`config.mk`:
```
export PLATFORM = sky130hd
export DESIGN_NAME = ahb_resp_mux
export DESIGN_NICKNAME = d
export VERILOG_FILES = /design/src/rtl/ahb_resp_mux_pkg.sv /design/src/rtl/ahb_resp_mux_onehot_prio.sv /design/src/rtl/ahb_resp_mux.sv
export SDC_FILE = /design/constraint.sdc
export NUM_CORES = 1
export LEC_CHECK = 0
export BUFFER_PORTS_ARGS = -buffer_cell sky130_fd_sc_hd__buf_2
export CELL_PAD_IN_SITES_DETAIL_PLACEMENT = 0
export CELL_PAD_IN_SITES_GLOBAL_PLACEMENT = 2
export CORE_AREA = 2 2 240 242
export DETAILED_ROUTE_END_ITERATION = 7
export DIE_AREA = 0 0 242 244
export PLACE_DENSITY_LB_ADDON = 0.2
export SLEW_MARGIN = 20
export SYNTH_ARGS = -nofsm -noshare
export SYNTH_HDL_FRONTEND = slang
export SYNTH_SLANG_ARGS = --single-unit
```
`constraint.sdc`:
```
create_clock -name HCLK -period 2.4 [get_ports HCLK]
set_input_delay 0.36 -clock HCLK [delete_from_list [all_inputs] [get_ports HCLK]]
set_output_delay 0.36 -clock HCLK [all_outputs]
set_load 0.02 [all_outputs]
```
`src/rtl/ahb_resp_mux_pkg.sv`:
```
// Shared AHB-Lite definitions for the slave-side response multiplexer.
package ahb_resp_mux_pkg;

    // Master transfer type (values are the AHB encodings).
    typedef enum logic [1:0] {
        HT_IDLE   = 2'd0,
        HT_BUSY   = 2'd1,
        HT_NONSEQ = 2'd2,
        HT_SEQ    = 2'd3
    } htrans_t;

    // Data-phase owner of the response path.
    typedef enum logic [1:0] {
        ST_IDLE = 2'd0,
        ST_SLV  = 2'd1,
        ST_ERR1 = 2'd2,
        ST_ERR2 = 2'd3
    } mux_state_t;

    localparam logic AHB_RESP_OKAY  = 1'b0;
    localparam logic AHB_RESP_ERROR = 1'b1;

    // NONSEQ or SEQ: a real transfer that must be answered.
    function automatic logic htrans_active(htrans_t t);
        return (t == HT_NONSEQ) || (t == HT_SEQ);
    endfunction

endpackage

```
`src/rtl/ahb_resp_mux_onehot_prio.sv`:
```
// Lowest-index one-hot priority picker with a multi-hit flag.
module ahb_onehot_prio #(
    parameter int unsigned N = 8
) (
    input  logic [N-1:0] req_i,
    output logic [N-1:0] onehot_o,
    output logic         any_o,
    output logic         multi_o
);

    // Isolate the lowest set bit; anything left over means more than one requester.
    assign onehot_o = req_i & (~req_i + N'(1));
    assign any_o    = |req_i;
    assign multi_o  = |(req_i & ~onehot_o);

endmodule

```
`src/rtl/ahb_resp_mux.sv`:
```
// AHB-Lite response mux and default slave: registers the address-phase select,
// steers HRDATA/HREADY/HRESP from the selected slave, and answers unmapped
// accesses with a two-cycle ERROR.
// Optional hung-slave timeout: define AHB_RESP_MUX_TIMEOUT_EN.
module ahb_resp_mux
    import ahb_resp_mux_pkg::*;
#(
    parameter int unsigned NSLV       = 8,
    parameter int unsigned DW         = 64,
    parameter int unsigned TMO_CYCLES = 255
) (
    input  logic                     HCLK,
    input  logic                     HRESETn,
    input  logic [NSLV-1:0]          HSEL,
    input  logic [1:0]               HTRANS,
    input  logic [NSLV-1:0]          HREADYOUT_S,
    input  logic [NSLV-1:0]          HRESP_S,
    input  logic [NSLV-1:0][DW-1:0]  HRDATA_S,
    output logic [DW-1:0]            HRDATA,
    output logic                     HREADY,
    output logic                     HRESP,
    output logic [NSLV-1:0]          HSELD,
    output logic                     MultiSelErr,
    output logic                     TmoErr,
    input  logic                     ErrClr
);

    if (NSLV < 1 || NSLV > 32) begin : g_bad_nslv
        $error("ahb_resp_mux: NSLV must be 1..32");
    end
    if (TMO_CYCLES < 2) begin : g_bad_tmo
        $error("ahb_resp_mux: TMO_CYCLES must be >= 2");
    end

    mux_state_t      state_q, state_d;
    logic [NSLV-1:0] hseld_q, hseld_d;
    logic            mse_q, mse_d;

    logic [NSLV-1:0] pick;
    logic            any_sel;
    logic            multi_hit;

    logic [DW-1:0]   slv_rdata;
    logic            slv_ready;
    logic            slv_resp;

    ahb_onehot_prio #(.N(NSLV)) u_prio (
        .req_i    (HSEL),
        .onehot_o (pick),
        .any_o    (any_sel),
        .multi_o  (multi_hit)
    );

`ifdef AHB_RESP_MUX_TIMEOUT_EN
    localparam int unsigned CW = $clog2(TMO_CYCLES + 1);

    logic [CW-1:0] cnt_q, cnt_d;
    logic          tmo_q, tmo_d;
    logic          tmo_hit;

    // Limit reached while the selected slave is still stalling.
    assign tmo_hit = (state_q == ST_SLV) && !slv_ready && (cnt_q == CW'(TMO_CYCLES));
    assign TmoErr  = tmo_q;
`else
    assign TmoErr  = 1'b0;
`endif

    // AND-OR mux of the selected slave's response, gated by the data-phase select.
    always_comb begin
        slv_rdata = '0;
        for (int unsigned i = 0; i < NSLV; i++) begin
            slv_rdata = slv_rdata | (HRDATA_S[i] & {DW{hseld_q[i]}});
        end
        slv_ready = |(HREADYOUT_S & hseld_q);
        slv_resp  = |(HRESP_S & hseld_q);
    end

    // Response to the master for the current data phase.
    always_comb begin
        HRDATA = '0;
        HREADY = 1'b1;
        HRESP  = AHB_RESP_OKAY;
        unique case (state_q)
            ST_SLV: begin
                HRDATA = slv_rdata;
                HREADY = slv_ready;
                HRESP  = slv_resp;
            end
            ST_ERR1: begin
                HREADY = 1'b0;
                HRESP  = AHB_RESP_ERROR;
            end
            ST_ERR2: begin
                HRESP  = AHB_RESP_ERROR;
            end
            default: ;
        endcase
    end

    // Next state: ERR1 always completes; otherwise a new address phase is
    // only sampled when HREADY is high.
    always_comb begin
        state_d = state_q;
        hseld_d = hseld_q;
        mse_d   = mse_q & ~ErrClr;
`ifdef AHB_RESP_MUX_TIMEOUT_EN
        tmo_d   = tmo_q & ~ErrClr;
        cnt_d   = cnt_q;
`endif
        if (state_q == ST_ERR1) begin
            state_d = ST_ERR2;
        end else if (HREADY) begin
            if (htrans_active(htrans_t'(HTRANS))) begin
`ifdef AHB_RESP_MUX_TIMEOUT_EN
                cnt_d = '0;
`endif
                if (any_sel) begin
                    state_d = ST_SLV;
                    hseld_d = pick;
                    if (multi_hit) begin
                        mse_d = 1'b1;
                    end
                end else begin
                    state_d = ST_ERR1;
                    hseld_d = '0;
                end
            end else begin
                state_d = ST_IDLE;
                hseld_d = '0;
            end
        end
`ifdef AHB_RESP_MUX_TIMEOUT_EN
        else if (tmo_hit) begin
            state_d = ST_ERR1;
            hseld_d = '0;
            tmo_d   = 1'b1;
            cnt_d   = '0;
        end else if (state_q == ST_SLV) begin
            cnt_d = cnt_q + CW'(1);
        end
`endif
    end

    // State and flag registers.
    always_ff @(posedge HCLK or negedge HRESETn) begin
        if (!HRESETn) begin
            state_q <= ST_IDLE;
            hseld_q <= '0;
            mse_q   <= 1'b0;
`ifdef AHB_RESP_MUX_TIMEOUT_EN
            tmo_q   <= 1'b0;
            cnt_q   <= '0;
`endif
        end else begin
            state_q <= state_d;
            hseld_q <= hseld_d;
            mse_q   <= mse_d;
`ifdef AHB_RESP_MUX_TIMEOUT_EN
            tmo_q   <= tmo_d;
            cnt_q   <= cnt_d;
`endif
        end
    end

    assign HSELD       = hseld_q;
    assign MultiSelErr = mse_q;

endmodule

```
**Word-level counts from Yosys, hierarchy flattened**

Cells that the tools add are included.
W data, S select, Z words.

- Flip-flop bits (word level): 11
- Input bits: 541
- Output and inout bits: 76
- Logic and storage cells: 55

- Add/subtract/negate cells: 1
- Equal/unequal tests: 5
- Multiplexer cells: 14
- Bitwise operators: 24
- Reduce and logical (&&, ||, !) cells: 8

Operators by type and width:

| kind | number |
|---|---|
| $and A64 B64 Y64 | 8 |
| $or A64 B64 Y64 | 7 |
| $mux W64 | 1 |
| $and A8 B8 Y8 | 4 |
| $reduce_or A8 Y1 | 4 |
| $mux W8 | 2 |
| $not A8 Y8 | 2 |
| $add A8 B1 Y8 const B | 1 |
| $eq A2 B2 Y1 const B | 4 |
| $mux W2 | 4 |
| $mux W1 | 5 |
| $pmux W1 S2 | 2 |
| $eq A2 B1 Y1 const B | 1 |
| $not A1 Y1 | 2 |
| $reduce_and A2 Y1 | 1 |
| $reduce_bool A2 Y1 | 1 |
| $reduce_or A2 Y1 | 1 |
| $and A1 B1 Y1 | 1 |
| $logic_or A1 B1 Y1 | 1 |

**Longest topological paths before layout**

- Word-level depth: 11
- Depth in mapped cells: 5
- Depth with buffers taken out: 4

**Cells and area by module**

From an unflattened synthesis, not the netlist that was laid out.

- Cells, all modules: 458
- Area, all modules: 3512.1 um2

Modules (own cells, without submodules):

| module | instances | cells an instance | area each (um2) | sequential area each (um2) |
|---|---|---|---|---|
| ahb_resp_mux | 1 | 437 | 3349.5 | 275.3 |
| ahb_onehot_prio | 1 | 21 | 162.7 | 0.0 |

**Least setup slack after synthesis**

Ideal clock, no wire load.

- Kind: reg-to-output
- Start: reg hseld_q[0], in the netlist HSELD[0]
- End: out HRDATA[12]
- Data arrival time: 1574 ps
- Required time: 2040 ps
- Path slack: 466 ps
- Stages on the path, launching flop included: 5
- Buffers on the path: 2
- Cell sequence: dfrtp_1 > buf_2 > buf_1 > a22oi_1 > a41oi_1

- Cells in the longest elaborated chain, start to end: 9

RTL lines:

| element | line | text |
|---|---|---|
| start, declared | ahb_resp_mux.sv:36 | `logic [NSLV-1:0] hseld_q, hseld_d;` |
| start signal, assigned | ahb_resp_mux.sv:156 | `hseld_q <= hseld_d;` |
| $and A64 B64 Y64 | ahb_resp_mux.sv:72 | `slv_rdata = slv_rdata \| (HRDATA_S[i] & {DW{hseld_q[i]}});` |
| $or A64 B64 Y64 (7 in series) | ahb_resp_mux.sv:72 |  |
| $mux W64 | ahb_resp_mux.sv:83 | `unique case (state_q)` |
| end, declared | ahb_resp_mux.sv:19 | `output logic [DW-1:0] HRDATA,` |

Every way passes these cells.

**Worst setup path after layout**

- Start: reg hseld_q[3], in the netlist HSELD[3]
- End: out HRDATA[30]

- Cells in the longest elaborated chain, start to end: 7

RTL lines:

| element | line |
|---|---|
| $and A64 B64 Y64 | ahb_resp_mux.sv:72 |
| $or A64 B64 Y64 (5 in series) | ahb_resp_mux.sv:72 |
| $mux W64 | ahb_resp_mux.sv:83 |

Every way passes these cells.

==> results.json <==
{
  "status": "finished, final reports clean",
  "hp-class": "in -> reg",
  "multiInputGateArea_mm2": 0.002861,
  "synth_edf_count": 0,
  "yosys_most_used_dff": "dfrtp_1",
  "start_util": 0.06063,
  "drc": 0,
  "drt-total-wl_um": 39010,
  "seq_power_share": 0.054,
  "avgSynthCellArea_um2": 7.552,
  "postRouteAntennaNets": 0,
  "numPlacedInstances": 1787,
  "viasPerCell": 3.926,
  "utilization": 0.1366,
  "holdPathEnd": "state_q[0]",
  "cts_made_buffers": 3,
  "ios": 617,
  "r2r-start": "HSELD[7]",
  "cts_resized": 0,
  "hold_viol_final": 0,
  "grt_pass1_vias": 7447,
  "worstPathArrival_ns": 1.94,
  "grt_setup_unrepaired": "false",
  "setup_violations": 0,
  "wl_per_cell_um": 21.76,
  "p_int_mw": 2.342,
  "whs_ns": 0.4139,
  "regToRegSetupSlack_ns": 0.53,
  "portBuffers": 614,
  "clockBufferDepth": 2,
  "final_cells": 1793,
  "crit_required_ns": 2.04,
  "ys_types": 28,
  "clock.fmax_ghz": 0.4342,
  "dpl.hpwl_um": 31280,
  "fin_crit_sh": 0.9596,
  "cp-start-kind": "register",
  "globalplace.congestion": 0.9009,
  "combPwrFrac": 0.891,
  "coreArea_mm2": 0.05617,
  "synthArstFlopShare": 1.000,
  "worstSetupEndpointType": "output port",
  "clock_power_share": 0.055,
  "ys_seq_area_frac": 0.08082,
  "clock_latency_ns": 0.24,
  "die_area_mm2": 0.05905,
  "mostFrequentLayoutCells": "buf_2 (614), a22oi_1 (264), a41oi_1 (64), buf_4 (18), buf_12 (13)",
  "grt_start_max_net_pins": 42,
  "worst_pin_slew_ns": 0.6039,
  "regToRegEndpoint": "HSELD[5]",
  "grt-ovfl-total": 0,
  "areaGrowthSynthToFinish_pct": 125.2,
  "drive_above_1_share": 0.6390,
  "synth-warning-count": 0,
  "ff2ff_path_depth": 4,
  "track_usage": 0.1222,
  "n_fill_cell": 6624,
  "p_switching_mw": 3.208,
  "die_h_um": 244,
  "cts.sinks": 11,
  "p_leak_nw": 3.296,
  "clk_transition_reported_paths_ns": 0.04,
  "crit_type": "reg -> out",
  "finClkSkew_ns": 0.002165,
  "crit_fanout": 41,
  "seqCellArea_um2": 292.8,
  "dr.pass1.iters": 5,
  "maxSlewHeadroom": 0.5974,
  "syn_inst": 451,
  "cts_root_buf": "clkbuf_16",
  "hold_start": "HTRANS[1]",
  "die_x_um": 242,
  "period_needed_ns": 2.303,
  "p_per_area_mw_per_mm2": 723.4,
  "ctsHtreeMaxLevel": 1,
  "layout_commonest_cell": "buf_2",
  "vdd_ir_drop_max_mv": 0.2376,
  "grt_pass1_wl_um": 53270,
  "slew_viol_final": 0,
  "p_sw_frac": 0.5780,
  "route.vias.total": 7039,
  "final_nets": 1578,
  "row_count": 87,
  "cts_tree": "done",
  "min_path_cells": 3,
  "synthesis.nets": 992,
  "maxCapViolations": 0,
  "first_iter_violations": 364,
  "final.setup.tns_ns": 0,
  "antenna_found_initial": 5,
  "yosys_register_bits": 11,
  "synthesis.area_mm2": 0.003406
}
[flip-flops by register name, summed over array words and instances, names as in the netlist]
signal	count
MultiSelErr	1
state_q	2
HSELD	8
[metrics by stage]
| stage | area [µm²] | setup WS, ns | power [mW] |
|---|---|---|---|
| final | 7671 | 0.09701 | 5.550 |
| after global routing | 7671 | 0.008687 | 5.937 |
| after CTS | 7669 | 0.08191 | 5.687 |
| after detailed placement | 7580 | 0.3300 | 5.356 |
| after global placement | 7580 | 0.3404 | 5.422 |
| after floorplan | 3406 | 0.4663 | 3.000 |
[power groups by stage]
stage	Combinational (mW)	Sequential (mW)	Clock, mW
final	4.95	0.301	0.303
after global routing	5.30	0.311	0.321
after CTS	5.07	0.306	0.308
after detailed placement	5.05	0.309	0
after global placement	5.12	0.306	0
after floorplan	2.70	0.300	0
[synthesized netlist by cell type, drive strengths merged, types with 3 or more instances]
master,instances,area (µm²)
mux2,5,71.32
nand2,8,30.03
dfrtp,11,275.3
buf,44,186.4
mux2i,3,30.03
a211oi,4,30.03
a22oi,264,1982
nor2,4,15.01
and3,3,18.77
a41oi,64,560.5
inv,3,11.26
clkbuf,21,78.83
[area by class of cell]
cell class / instances / share of cell area
diodes: 1 / 0.0003262
clock buffers: 4 / 0.01028
inverters: 3 / 0.001468
multi-input cells: 372 / 0.3730
flip-flops and latches: 11 / 0.03817
well taps: 756 / 0.1233
repair buffers: 646 / 0.4534
[critical path, stage by stage (launching register included)]
cell     delay [ns]
dfrtp_4        0.53
buf_12         0.19
a22oi_1        0.50
a41oi_1        0.19
buf_2          0.20
[timing repair]
item / 4_1_cts / 5_1_grt
buffers inserted: 0 / 0
hold buffers: 1 / 0
endpoints found under the hold margin: 8 / 0
[metal layers]
metal | global-route usage | wire [µm] | share of wire
met5 | 0 | 54 | 0.0014
met4 | 0.02433 | 722 | 0.019
met3 | 0.02777 | 2792 | 0.072
met2 | 0.2355 | 20850 | 0.53
met1 | 0.1359 | 14590 | 0.37
[worst max-delay path by stage]
| stage | cells past startpoint | to | start |
|---|---|---|---|
| 2_1_floorplan | 4 | HRDATA[12] | HSELD[0] |
| 3_3_place_gp | 4 | HREADY | HSELD[7] |
| 3_5_place_dp | 4 | HRDATA[30] | HSELD[3] |
| 4_1_cts | 5 | HRDATA[1] | HSELD[3] |
| 5_1_grt | 4 | HREADY | HSELD[7] |
| 6_report | 4 | HRDATA[30] | HSELD[3] |
[logic make-up (layout without fill, tap and decap cells)]
group,count (synthesis),after routing,synth area share
AND/OR/NAND/NOR,25,25,0.03931
other,1,2,0.001101
buffers and inverters,68,653,0.08119
flip-flops,11,11,0.08082
AO/OA/AOI/OAI,338,338,0.7678
multiplexers,8,8,0.02976
Note: power is estimated with default switching activity, not from simulation.
